==> src/rtl/mem_access_ctrl.sv <==
// Memory-access sequencer between the microcoded control unit and a synchronous
// single-port memory. One access in flight at a time; results go to the MBR/MBRU path.
module mem_access_ctrl #(
  parameter int ADDR_W      = 16,
  parameter int DATA_W      = 16,
  parameter int MEM_LATENCY = 1
) (
  input  logic              clk,
  input  logic              rst,
  input  logic [2:0]        mem_ctrl,
  input  logic [ADDR_W-1:0] pc_addr,
  input  logic [ADDR_W-1:0] ar_addr,
  input  logic [DATA_W-1:0] dr_wdata,
  output logic              mem_en,
  output logic              mem_we,
  output logic [ADDR_W-1:0] mem_addr,
  output logic [DATA_W-1:0] mem_wdata,
  input  logic [DATA_W-1:0] mem_rdata,
  output logic [DATA_W-1:0] mbr_data,
  output logic [5:0]        mbru,
  output logic              mbr_valid,
  output logic              done,
  output logic              busy,
  output logic              err,
  output logic [1:0]        dbg_state
);

  // Handshake: a one-hot mem_ctrl is a request, taken at any edge where the
  // sequencer is in IDLE or DONE; done (and mbr_valid for reads) pulses one
  // cycle to mark completion. Requests seen while busy are dropped and flag err.

  typedef enum logic [1:0] {S_IDLE, S_REQ, S_WAIT, S_DONE} state_t;

  localparam logic [2:0] K_FETCH = 3'b100;
  localparam logic [2:0] K_READ  = 3'b010;
  localparam logic [2:0] K_WRITE = 3'b001;

  state_t              r_state;
  logic [2:0]          r_kind;
  logic [3:0]          r_cnt;
  logic                r_mem_en;
  logic                r_mem_we;
  logic [ADDR_W-1:0]   r_mem_addr;
  logic [DATA_W-1:0]   r_mem_wdata;
  logic [DATA_W-1:0]   r_mbr_data;
  logic [5:0]          r_mbru;
  logic                r_mbr_valid;
  logic                r_done;
  logic                r_busy;
  logic                r_err;

  logic                w_onehot;
  logic                w_any;
  logic [ADDR_W-1:0]   w_sel_addr;

  assign w_onehot   = (mem_ctrl == K_FETCH) || (mem_ctrl == K_READ) || (mem_ctrl == K_WRITE);
  assign w_any      = (mem_ctrl != 3'b000);
  assign w_sel_addr = (mem_ctrl == K_FETCH) ? pc_addr : ar_addr;

  always_ff @(posedge clk) begin
    if (rst) begin
      r_state     <= S_IDLE;
      r_kind      <= 3'b000;
      r_cnt       <= 4'd0;
      r_mem_en    <= 1'b0;
      r_mem_we    <= 1'b0;
      r_mem_addr  <= '0;
      r_mem_wdata <= '0;
      r_mbr_data  <= '0;
      r_mbru      <= 6'd0;
      r_mbr_valid <= 1'b0;
      r_done      <= 1'b0;
      r_busy      <= 1'b0;
      r_err       <= 1'b0;
    end else begin
      r_mem_en    <= 1'b0;
      r_mem_we    <= 1'b0;
      r_mbr_valid <= 1'b0;
      r_done      <= 1'b0;
      case (r_state)
        S_IDLE, S_DONE: begin
          r_state <= S_IDLE;
          r_busy  <= 1'b0;
          if (w_onehot) begin
            r_kind     <= mem_ctrl;
            r_mem_en   <= 1'b1;
            r_mem_addr <= w_sel_addr;
            if (mem_ctrl == K_WRITE) begin
              r_mem_we    <= 1'b1;
              r_mem_wdata <= dr_wdata;
            end
            r_busy  <= 1'b1;
            r_state <= S_REQ;
          end else if (w_any) begin
            r_err <= 1'b1;
          end
        end
        S_REQ: begin
          if (w_any) r_err <= 1'b1;
          if (r_kind == K_WRITE) begin
            r_done  <= 1'b1;
            r_busy  <= 1'b0;
            r_state <= S_DONE;
          end else begin
            r_cnt   <= 4'(MEM_LATENCY);
            r_state <= S_WAIT;
          end
        end
        S_WAIT: begin
          if (w_any) r_err <= 1'b1;
          r_cnt <= r_cnt - 4'd1;
          // Counter reaching zero on this edge means mem_rdata is valid now.
          if (r_cnt == 4'd1) begin
            r_mbr_data <= mem_rdata;
            if (r_kind == K_FETCH) r_mbru <= mem_rdata[DATA_W-1 -: 6];
            r_mbr_valid <= 1'b1;
            r_done      <= 1'b1;
            r_busy      <= 1'b0;
            r_state     <= S_DONE;
          end
        end
        default: r_state <= S_IDLE;
      endcase
    end
  end

  assign mem_en    = r_mem_en;
  assign mem_we    = r_mem_we;
  assign mem_addr  = r_mem_addr;
  assign mem_wdata = r_mem_wdata;
  assign mbr_data  = r_mbr_data;
  assign mbru      = r_mbru;
  assign mbr_valid = r_mbr_valid;
  assign done      = r_done;
  assign busy      = r_busy;
  assign err       = r_err;
  assign dbg_state = r_state;

endmodule

==> config.mk <==
export PLATFORM = sky130hd
export DESIGN_NAME = mem_access_ctrl
export DESIGN_NICKNAME = d
export VERILOG_FILES = /design/src/rtl/mem_access_ctrl.sv
export SDC_FILE = /design/constraint.sdc
export NUM_CORES = 1
export LEC_CHECK = 0
export CAP_MARGIN = 30
export CORE_MARGIN = 8
export CORE_UTILIZATION = 66
export CTS_CLUSTER_DIAMETER = 50
export DETAILED_ROUTE_END_ITERATION = 8
export DONT_BUFFER_PORTS = 1
export GPL_TIMING_DRIVEN = 0
export HOLD_SLACK_MARGIN = 0.15
export PLACE_DENSITY = 0.8
export SLEW_MARGIN = 5
export SYNTH_ARGS = -nofsm -noshare
export SYNTH_HDL_FRONTEND = slang
export SYNTH_SLANG_ARGS = --single-unit
==> constraint.sdc <==
create_clock -name clk -period 4.6 [get_ports clk]
set_clock_uncertainty 0.2 [all_clocks]
set_input_delay 0.92 -clock clk [delete_from_list [all_inputs] [get_ports clk]]
set_output_delay 0.92 -clock clk [all_outputs]
set_load 0.1 [all_outputs]
==> results.toml, run 1 <==
[finish]
final_cell_mix = "nand2_1 (70), dfxtp_1 (69), a21oi_1 (37), nor2_1 (36), mux2i_1 (23)"
fillers = 306
final_cells = 384
fin_nets = 403
final_layout_size_suffix_gt1_share_pct = 11.7
mostFrequentLayoutCell = "nand2_1"
fin_util_pct = 77.6
antenna_cells = 0
finalInstanceArea_mm2 = 0.00315
area_growth_pct = 12.0

[global_routing]
met1_usage_pct = 22.7
first_global_vias = 2262
use_met3_pct = 9.16
grt-busiest-layer = "met2"
track_usage_pct = 20.6
overflow = 0
grt_max_degree = 12
antenna_found_initial = 0
use_met2_pct = 33.9
grt_pass1_wl_um = 10600

[critical_path]
cp_cell_sequence = "buf_16 -> buf_1 -> inv_1 -> ha_1 -> buf_2 -> nor2b_1 -> nand3b_1 -> clkbuf_1 -> nand2_1 -> a21oi_1"
worstSetupPathType = "flip-flop to flip-flop"
worstPathRequired_ns = 4.66
cp_slowest_stage_delay_ns = 0.45
path_max_fanout = 10
cp.arrival_ns = 2.71
cp-end-kind = "flip-flop"
crit_slowest_cell = "dfxtp_1"
cp-start-kind = "flip-flop"

[timing]
setup_viol = 0
tightestPinTransition_ns = 1.02
drv_slew = 0
final.setup.tns_ns = 0
fmax_mhz = 377
fin_crit_sh_pct = 57.6
max_slew_margin_pct = 32.2
period_needed_ns = 2.65
hold_viol = 0
rsz0062_at_grt = "false"

[clock_network]
cts_max_path_buffers = 2
clk_pin_slew_worst_paths_ns = 0.07
h-tree-depth = 3
cts_tree = "yes"
cts_buffers = 9
cts_root_buf = "clkbuf_8"
cts_setup_buffers = 0
clock_latency_ns = 0.33
postCtsHoldBufs = 0
cts.sinks = 69
cts.repair.resized = 0

[route]
drtIter0Drc = 88
drc = 0
avgRoutedWirePerCell_um = 17.5
viasPerCell = 5.79
drt_pre_antenna_iters = 4
wirelength_um = 6730
via_count = 2225
drt.antenna.violating_nets = 0

[logic_synthesis]
synth.area.mux_share_pct = 8.60
synth_xor_area_share_pct = 0.312
syn_area_mm2 = 0.00281
ys_async_sr_fraction_pct = 0
ys_types = 37
synthSimpleGateAreaFrac_pct = 19.2
synth_compound_area_share_pct = 15.2
syn-num-nets = 388
synth_top_cell_by_area = "dfxtp_1"
synth_area_leaders = "dfxtp_1 (49%), nand2_1 (9.4%), mux2i_1 (8.2%), a21oi_1 (6.6%), a211oi_1 (4.8%)"
avgSynthCellArea_um2 = 8.92
synth-seq-area-share_pct = 49.2
synth_top_area_share_pct = 49.2
synth_seq_cells = 69
synth_edf_count = 0
yosys_warnings = 0
synth_top_family_by_area = "simple AND/OR/NAND/NOR gates"
synth_adder_area_share_pct = 1.78
synth_flop_cell = "dfxtp_1"
synthCells = 315

[status]
status = "finished, final reports clean"

[pwr]
p_leak_uw = 0.00118
switching_share_pct = 44.5
p_int_uw = 1170
p_clk_share_pct = 25.0
power_frac_seq_pct = 56.1
pwr_density_cell_mw_per_mm2 = 668
irDropWorstVdd_v = 0.000397
netSwitchingPower_uw = 935
combPwrFrac_pct = 18.9
power_uw = 2100

[floorplanning]
die-height_um = 81.2
start_util_pct = 69.2
die_x_um = 81.2
die_area_mm2 = 0.00660
num_io_pins = 131
coreArea_mm2 = 0.00406
row_count = 23

[placed_design]
gp_congestion = 0.787
hpwl_um = 5000
postPlaceCellArea_mm2 = 0.00293
io_buffers = 0
dp.cells = 369

[min_path]
hp-class = "flip-flop to flip-flop"

[run]
maxCapViolations = 0
==> synth_stat cells (3+ instances only) <==
library cell,instances
clkbuf_1,8
nor2_1,36
buf_6,5
a21oi_1,37
ha_1,4
a211oi_1,18
nand2_1,70
inv_1,5
buf_2,6
mux2i_1,23
a22oi_1,3
dfxtp_1,69
nand3b_1,3
==> critical path: cells and delay by family (launching register included) <==
kind                       cells  cell delay [ns]
buffers and inverters          5             0.92
adders and majority gates      1             0.27
AOI/OAI and AO/OA              1             0.21
DFF                            1             0.45
and+or+nand+nor                3             0.52
==> power groups by stage <==
| stage | logic [uW] | clock network (uW) | registers (uW) |
|---|---|---|---|
| final | 397 | 526 | 1180 |
| after global placement | 311 | 0 | 1220 |
| after global routing | 443 | 556 | 1190 |
| after CTS | 400 | 531 | 1180 |
| after floorplan | 269 | 0 | 1200 |
| after detailed placement | 396 | 0 | 1190 |
==> final timing paths <==
path                startpoint            end  slack [ns]  cells past startpoint
hold reg to reg       r_cnt[3]       r_cnt[3]        0.32                      2
setup reg to reg  dbg_state[0]  mem_wdata[15]        1.95                     10
hold / removal        r_cnt[3]       r_cnt[3]        0.32                      2
setup / recovery  dbg_state[0]  mem_wdata[15]        1.95                     10
==> layout make-up <==
class,instances,area (um^2),area share [%]
Buffer,22,143,4.53
Clock buffer,10,138,4.37
Clock inverter,5,75.1,2.39
Inverter,5,18.8,0.596
Multi-Input combinational cell,219,1270,40.2
Sequential cell,69,1380,43.9
Tap cell,50,62.6,1.99
Timing Repair Buffer,4,62.6,1.99
==> sequential cells by signal, summed over array words and instances, names as in the netlist <==
name / cells
mem_we: 1
mem_wdata: 16
r_cnt: 4
mbr_data: 16
busy: 1
r_kind: 3
done: 1
mbru: 6
mem_addr: 16
err: 1
mem_en: 1
mbr_valid: 1
dbg_state: 2
==> per-stage QoR <==
stage	setup slack, ns	hold slack [ns]
floorplan	1.93	0.279
global placement	1.66	0.304
detailed placement	2.00	0.311
CTS	1.97	0.320
global route	1.75	0.356
finish	1.95	0.323
==> kinds of logic after synthesis <==
| group | after synthesis |
|---|---|
| simple gates | 123 |
| flops | 69 |
| compound gates | 67 |
| buf+inv | 27 |
| mux | 24 |
| fa+ha+maj | 4 |
| xor+xnor | 1 |
==> layer usage <==
layer	vias to the layer above	part of all wire [%]
li1	1101	-
met1	1030	38
met2	79	50
met3	15	9.8
met4	0	2.1
met5	-	0
Note: power is estimated with default switching activity, not from simulation.
==> inputs of run 2 (changes only) <==
CORE_UTILIZATION = 62   (was 66)
PLACE_DENSITY = 0.76   (was 0.8)
clock period = 2.7 ns   (was 4.6 ns; I/O delays follow)
==> run 2 against run 1 <==
Compared with the run above:
- critical path depth rose by 1
- count of clock-buffer cells in the layout rose by 1
- final cell count rose by 9.1%
- critical path type unchanged
- critical endpoint is now mem_wdata[14]
- largest power group unchanged
==> results.toml, run 2 (synthesized netlist as in run 1, its figures left out) <==
[status]
status = "finished, final reports clean"

[finish]
fin_util_pct = 79.6
area_growth_pct = 23.4
antenna_cells = 0
mostFrequentLayoutCell = "nand2_1"
fin_nets = 435
finalInstanceArea_mm2 = 0.00347
final_layout_size_suffix_gt1_share_pct = 11.4
final_cell_mix = "nand2_1 (70), dfxtp_1 (69), a21oi_1 (37), nor2_1 (36), dlygate4sd3_1 (31)"

[floorplanning]
num_io_pins = 131
die_x_um = 83.3
row_count = 24
die_area_mm2 = 0.00694
die-height_um = 83.3
start_util_pct = 64.5
coreArea_mm2 = 0.00435

[placed_design]
gp_congestion = 0.735
postPlaceCellArea_mm2 = 0.00294
hpwl_um = 4940
io_buffers = 0
place_ws_ns = 0.158

[route]
wirelength_um = 7070
drc = 0
via_count = 2331
drt_pre_antenna_iters = 4
avgRoutedWirePerCell_um = 16.9
drt.antenna.violating_nets = 0
viasPerCell = 5.56
drtIter0Drc = 94

[timing]
hold_viol = 0
setup_slack_ns = 0.221
drv_slew = 0
setup_viol = 0
fin_crit_sh_pct = 91.8
final.setup.tns_ns = 0
rsz0062_at_grt = "false"
max_slew_margin_pct = 32.5
tightestPinTransition_ns = 1.01
period_needed_ns = 2.48
fmax_mhz = 403

[clock_network]
clk_pin_slew_worst_paths_ns = 0.07
h-tree-depth = 3
clock_latency_ns = 0.33
cts_root_buf = "clkbuf_8"
cts_max_path_buffers = 2
cts_tree = "yes"
cts.sinks = 69
cts_buffers = 9

[critical_path]
r2r_cells = 11
critPathBufInv = 6
cp.arrival_ns = 2.54
worstSetupPathType = "flip-flop to flip-flop"
cp_slowest_stage_delay_ns = 0.43
cp-end-kind = "flip-flop"
cp_cell_sequence = "buf_16 -> buf_1 -> inv_1 -> ha_1 -> buf_2 -> nor2b_1 -> and3b_1 -> buf_2 -> buf_4 -> nand2_1 -> a21oi_1"
cpLargestDelayFamily = "buffers and inverters"
reg2reg_to = "mem_wdata[14]"
path_common_cell = "buf_2"
crit_slowest_cell = "dfxtp_1"
path_max_fanout = 10
ff2ff_setup_slack_ns = 0.22
cp-start-kind = "flip-flop"
worstPathRequired_ns = 2.77
crit-reg2reg-launch = "dbg_state[0]"

[run]
maxCapViolations = 0

[global_routing]
grt_pass1_wl_um = 11200
track_usage_pct = 19.7
overflow = 0
first_global_vias = 2344
antenna_found_initial = 0
grt_max_degree = 13

[min_path]
hp-class = "input pin to flip-flop"
whs_path_depth = 2
holdCritStartpoint = "mem_rdata[10]"
min_to = "mbr_data[10]"

[pwr]
p_leak_uw = 0.00130
irDropWorstVdd_v = 0.000730
pwr_density_cell_mw_per_mm2 = 1030
power_uw = 3590
-- run 2: changes by cell type in the layout (fill, tap and decap cells not counted) --
cell | before | now
clkinvlp_4 | 0 | 2
bufinv_16 | 2 | 1
clkbuf_1 | 8 | 7
clkinv_4 | 0 | 1
dlygate4sd3_1 | 0 | 31
buf_4 | 1 | 2
clkbuf_2 | 0 | 1
clkbuf_8 | 10 | 11
clkinv_2 | 3 | 1
-- run 2: per-stage QoR --
stage               cells  hold slack [ns]
finish                419            0.166
global placement      367            0.304
CTS                   418            0.152
detailed placement    371            0.322
floorplan             315            0.279
global route          419            0.156
-- run 2: worst max-delay path by stage --
stage                  from             to  slack (ns)  cells after the start
2_1_floorplan  dbg_state[0]  mem_wdata[12]        0.03                      8
3_3_place_gp   dbg_state[0]  mem_wdata[11]       -0.26                      8
3_5_place_dp   dbg_state[0]   mem_wdata[7]        0.16                     10
4_1_cts        dbg_state[0]   mem_wdata[7]        0.13                     10
5_1_grt        dbg_state[0]   mem_wdata[8]       0.007                     11
6_report       dbg_state[0]  mem_wdata[14]        0.22                     11
-- run 2: timing repair --
item | 4_1_cts | 5_1_grt
hold buffers | 31 | 0
setup buffers | 0 | 1
endpoints found under the hold margin | 34 | 0
endpoints found under the setup margin | 0 | 9
gates resized for setup | 0 | 2
-- run 2: layout make-up --
| class | instances | area [um^2] |
|---|---|---|
| clock inverter | 5 | 58.8 |
| multi-input combinational | 219 | 1270 |
| tap | 52 | 65.1 |
| timing repair buffer | 36 | 380 |
| fill | 297 | 888 |
| buffer | 22 | 144 |
| inverter | 5 | 18.8 |
| sequential | 69 | 1380 |
| clock buffer | 11 | 151 |
-- run 2: power breakdown --
group / leakage [uW] / switching, uW / internal, uW / total, uW
Clock: 0.000102 / 386 / 477 / 863
Combinational: 0.000640 / 389 / 328 / 717
Sequential: 0.000562 / 851 / 1160 / 2010
-- run 2: per-layer routing --
layer	GRT usage, %	share of wire [%]
met3	8.69	8.7
met1	20.3	39
met2	33.6	50
met4	8.63	1.6
met5	0	0
==> inputs of run 3 (changes only) <==
CORE_UTILIZATION = 45   (was 62)
PLACE_DENSITY = 0.58   (was 0.76)
clock period = 2.6 ns   (was 2.7 ns; I/O delays follow)
==> run 3 against run 2 <==
Compared with the run above:
- setup slack got worse by 0.055 ns
- sequential power increased by 7%
- via count decreased by 1.2%
- register-to-register slack got worse by 0.05 ns
- final cell count increased by 4.5%
- total power increased by 10%
- utilization decreased by 21 points
- non-clock buffer count decreased by 4
- die area increased by 30%
- clock power increased by 39%
- critical path type unchanged
- largest cell class unchanged
==> results.toml, run 3 (synthesized netlist as in run 1, its figures left out) <==
[route]
drt_pre_antenna_iters = 4
met1_length_um = 2850
maxUsedRoutingLayer = "met4"
wl_met3_um = 732
wl_met2_um = 3590
viasPerCell = 5.26
via_count = 2304
drt.antenna.violating_nets = 0
avgRoutedWirePerCell_um = 16.6
drtIter0Drc = 97
drc = 0
wirelength_um = 7280

[pwr]
p_int_uw = 2280
power_frac_seq_pct = 54.3
switching_share_pct = 42.3
pwr_density_cell_mw_per_mm2 = 1130
netSwitchingPower_uw = 1680
p_leak_uw = 0.00132
power_uw = 3960
irDropWorstVdd_v = 0.000626
p_clk_share_pct = 30.3
combPwrFrac_pct = 15.4

[floorplanning]
coreArea_mm2 = 0.00599
num_io_pins = 131
die_x_um = 95.0
start_util_pct = 46.9
die-height_um = 95.0
row_count = 28
die_area_mm2 = 0.00903

[timing]
hold_viol = 0
rsz0062_at_grt = "false"
setup_viol = 0
final.setup.tns_ns = 0
fin_crit_sh_pct = 93.6
max_slew_margin_pct = 32.6
period_needed_ns = 2.43
tightestPinTransition_ns = 1.01
setup_slack_ns = 0.167
fmax_mhz = 411
drv_slew = 0

[clock_network]
cts_max_path_buffers = 2
h-tree-depth = 3
clk_pin_slew_worst_paths_ns = 0.08
cts_buffers = 9
cts_tree = "yes"
cts.sinks = 69
clock_latency_ns = 0.34
cts_root_buf = "clkbuf_8"

[min_path]
hp-class = "input pin to flip-flop"

[global_routing]
grt_pass1_wl_um = 11500
first_global_vias = 2342
antenna_found_initial = 0
track_usage_pct = 16.3
overflow = 0
grt_max_degree = 13

[critical_path]
crit_slowest_cell = "dfxtp_4"
path_max_fanout = 10
cp-end-kind = "flip-flop"
cp-start-kind = "flip-flop"
worstSetupPathType = "flip-flop to flip-flop"
cp_cell_sequence = "inv_1 -> ha_1 -> buf_2 -> nor2b_1 -> nand3b_1 -> clkbuf_2 -> nand2_1 -> a21oi_1"
cp_slowest_stage_delay_ns = 0.56
cpLargestDelayFamily = "simple AND/OR/NAND/NOR gates"
critPathBufInv = 3
cp.arrival_ns = 2.44
worstPathRequired_ns = 2.61

[placed_design]
place_ws_ns = -0.0688
io_buffers = 0
postPlaceCellArea_mm2 = 0.00291
gp_congestion = 0.710
hpwl_um = 5170

[finish]
final_layout_size_suffix_gt1_share_pct = 11.3
finalInstanceArea_mm2 = 0.00351
antenna_cells = 0
fin_nets = 431
area_growth_pct = 25.0
final_cell_mix = "nand2_1 (70), dfxtp_1 (67), a21oi_1 (37), nor2_1 (36), dlygate4sd3_1 (32)"
mostFrequentLayoutCell = "nand2_1"

[status]
status = "finished, final reports clean"

[run]
maxCapViolations = 0
==> run 3: cell types whose count changed in the layout (fill, tap and decap cells not counted), sizes merged <==
cell,previous run,this run
buf,19,14
clkinv,2,0
dlygate4sd3,31,32
clkinvlp,2,0
bufinv,1,4
inv,5,6
==> run 3: through the flow <==
stage	instances	hold WS, ns	utilization, %
detailed placement	390	0.316	48.5
global route	438	0.193	58.6
floorplan	315	0.279	-
CTS	438	0.196	58.6
global placement	390	0.305	48.5
finish	438	0.206	58.6
==> run 3: path summary, 6_finish.rpt <==
check                from           end  slack, ns  cells past startpoint
max          dbg_state[0]  mem_wdata[8]       0.17                      8
min            ar_addr[4]   mem_addr[4]       0.21                      2
max reg2reg  dbg_state[0]  mem_wdata[8]       0.17                      8
min reg2reg      r_cnt[3]      r_cnt[3]       0.33                      2
==> run 3: worst reg2reg max path, stage by stage, from the launching register on <==
cell	delay (ns)
dfxtp_4	0.56
inv_1	0.09
ha_1	0.28
buf_2	0.21
nor2b_1	0.24
nand3b_1	0.27
clkbuf_2	0.28
nand2_1	0.10
a21oi_1	0.09
==> run 3: final cells by class <==
cell class / count / area [um^2]
inverters: 5 / 18.8
flip-flops and latches: 69 / 1390
clock buffers: 11 / 151
clock inverters: 5 / 129
repair buffers: 32 / 320
fillers: 548 / 2480
multi-input cells: 219 / 1270
plain buffers: 22 / 144
well taps: 75 / 93.8
==> run 3: what timing repair did <==
| action | in CTS | in global routing |
|---|---|---|
| setup buffers | 0 | 0 |
| gates resized for setup | 2 | 2 |
| hold endpoints to repair | 38 | 0 |
| pin swaps | 0 | 1 |
| hold buffers | 32 | 0 |
| setup endpoints to repair | 9 | 9 |
==> run 3: power by group through the flow <==
stage / clock [uW] / sequential, uW / combinational (uW)
after global routing: 1270 / 2170 / 690
after global placement: 0 / 2170 / 563
after floorplan: 0 / 2130 / 476
after detailed placement: 0 / 2180 / 571
final: 1200 / 2150 / 609
after CTS: 1220 / 2160 / 614
==> run 3: routing by layer <==
metal  global-route usage [%]  vias up
met5                        0        -
met1                     17.8     1047
met4                     6.24        0
met3                     7.38       10
li1                         -     1160
met2                     27.3       87
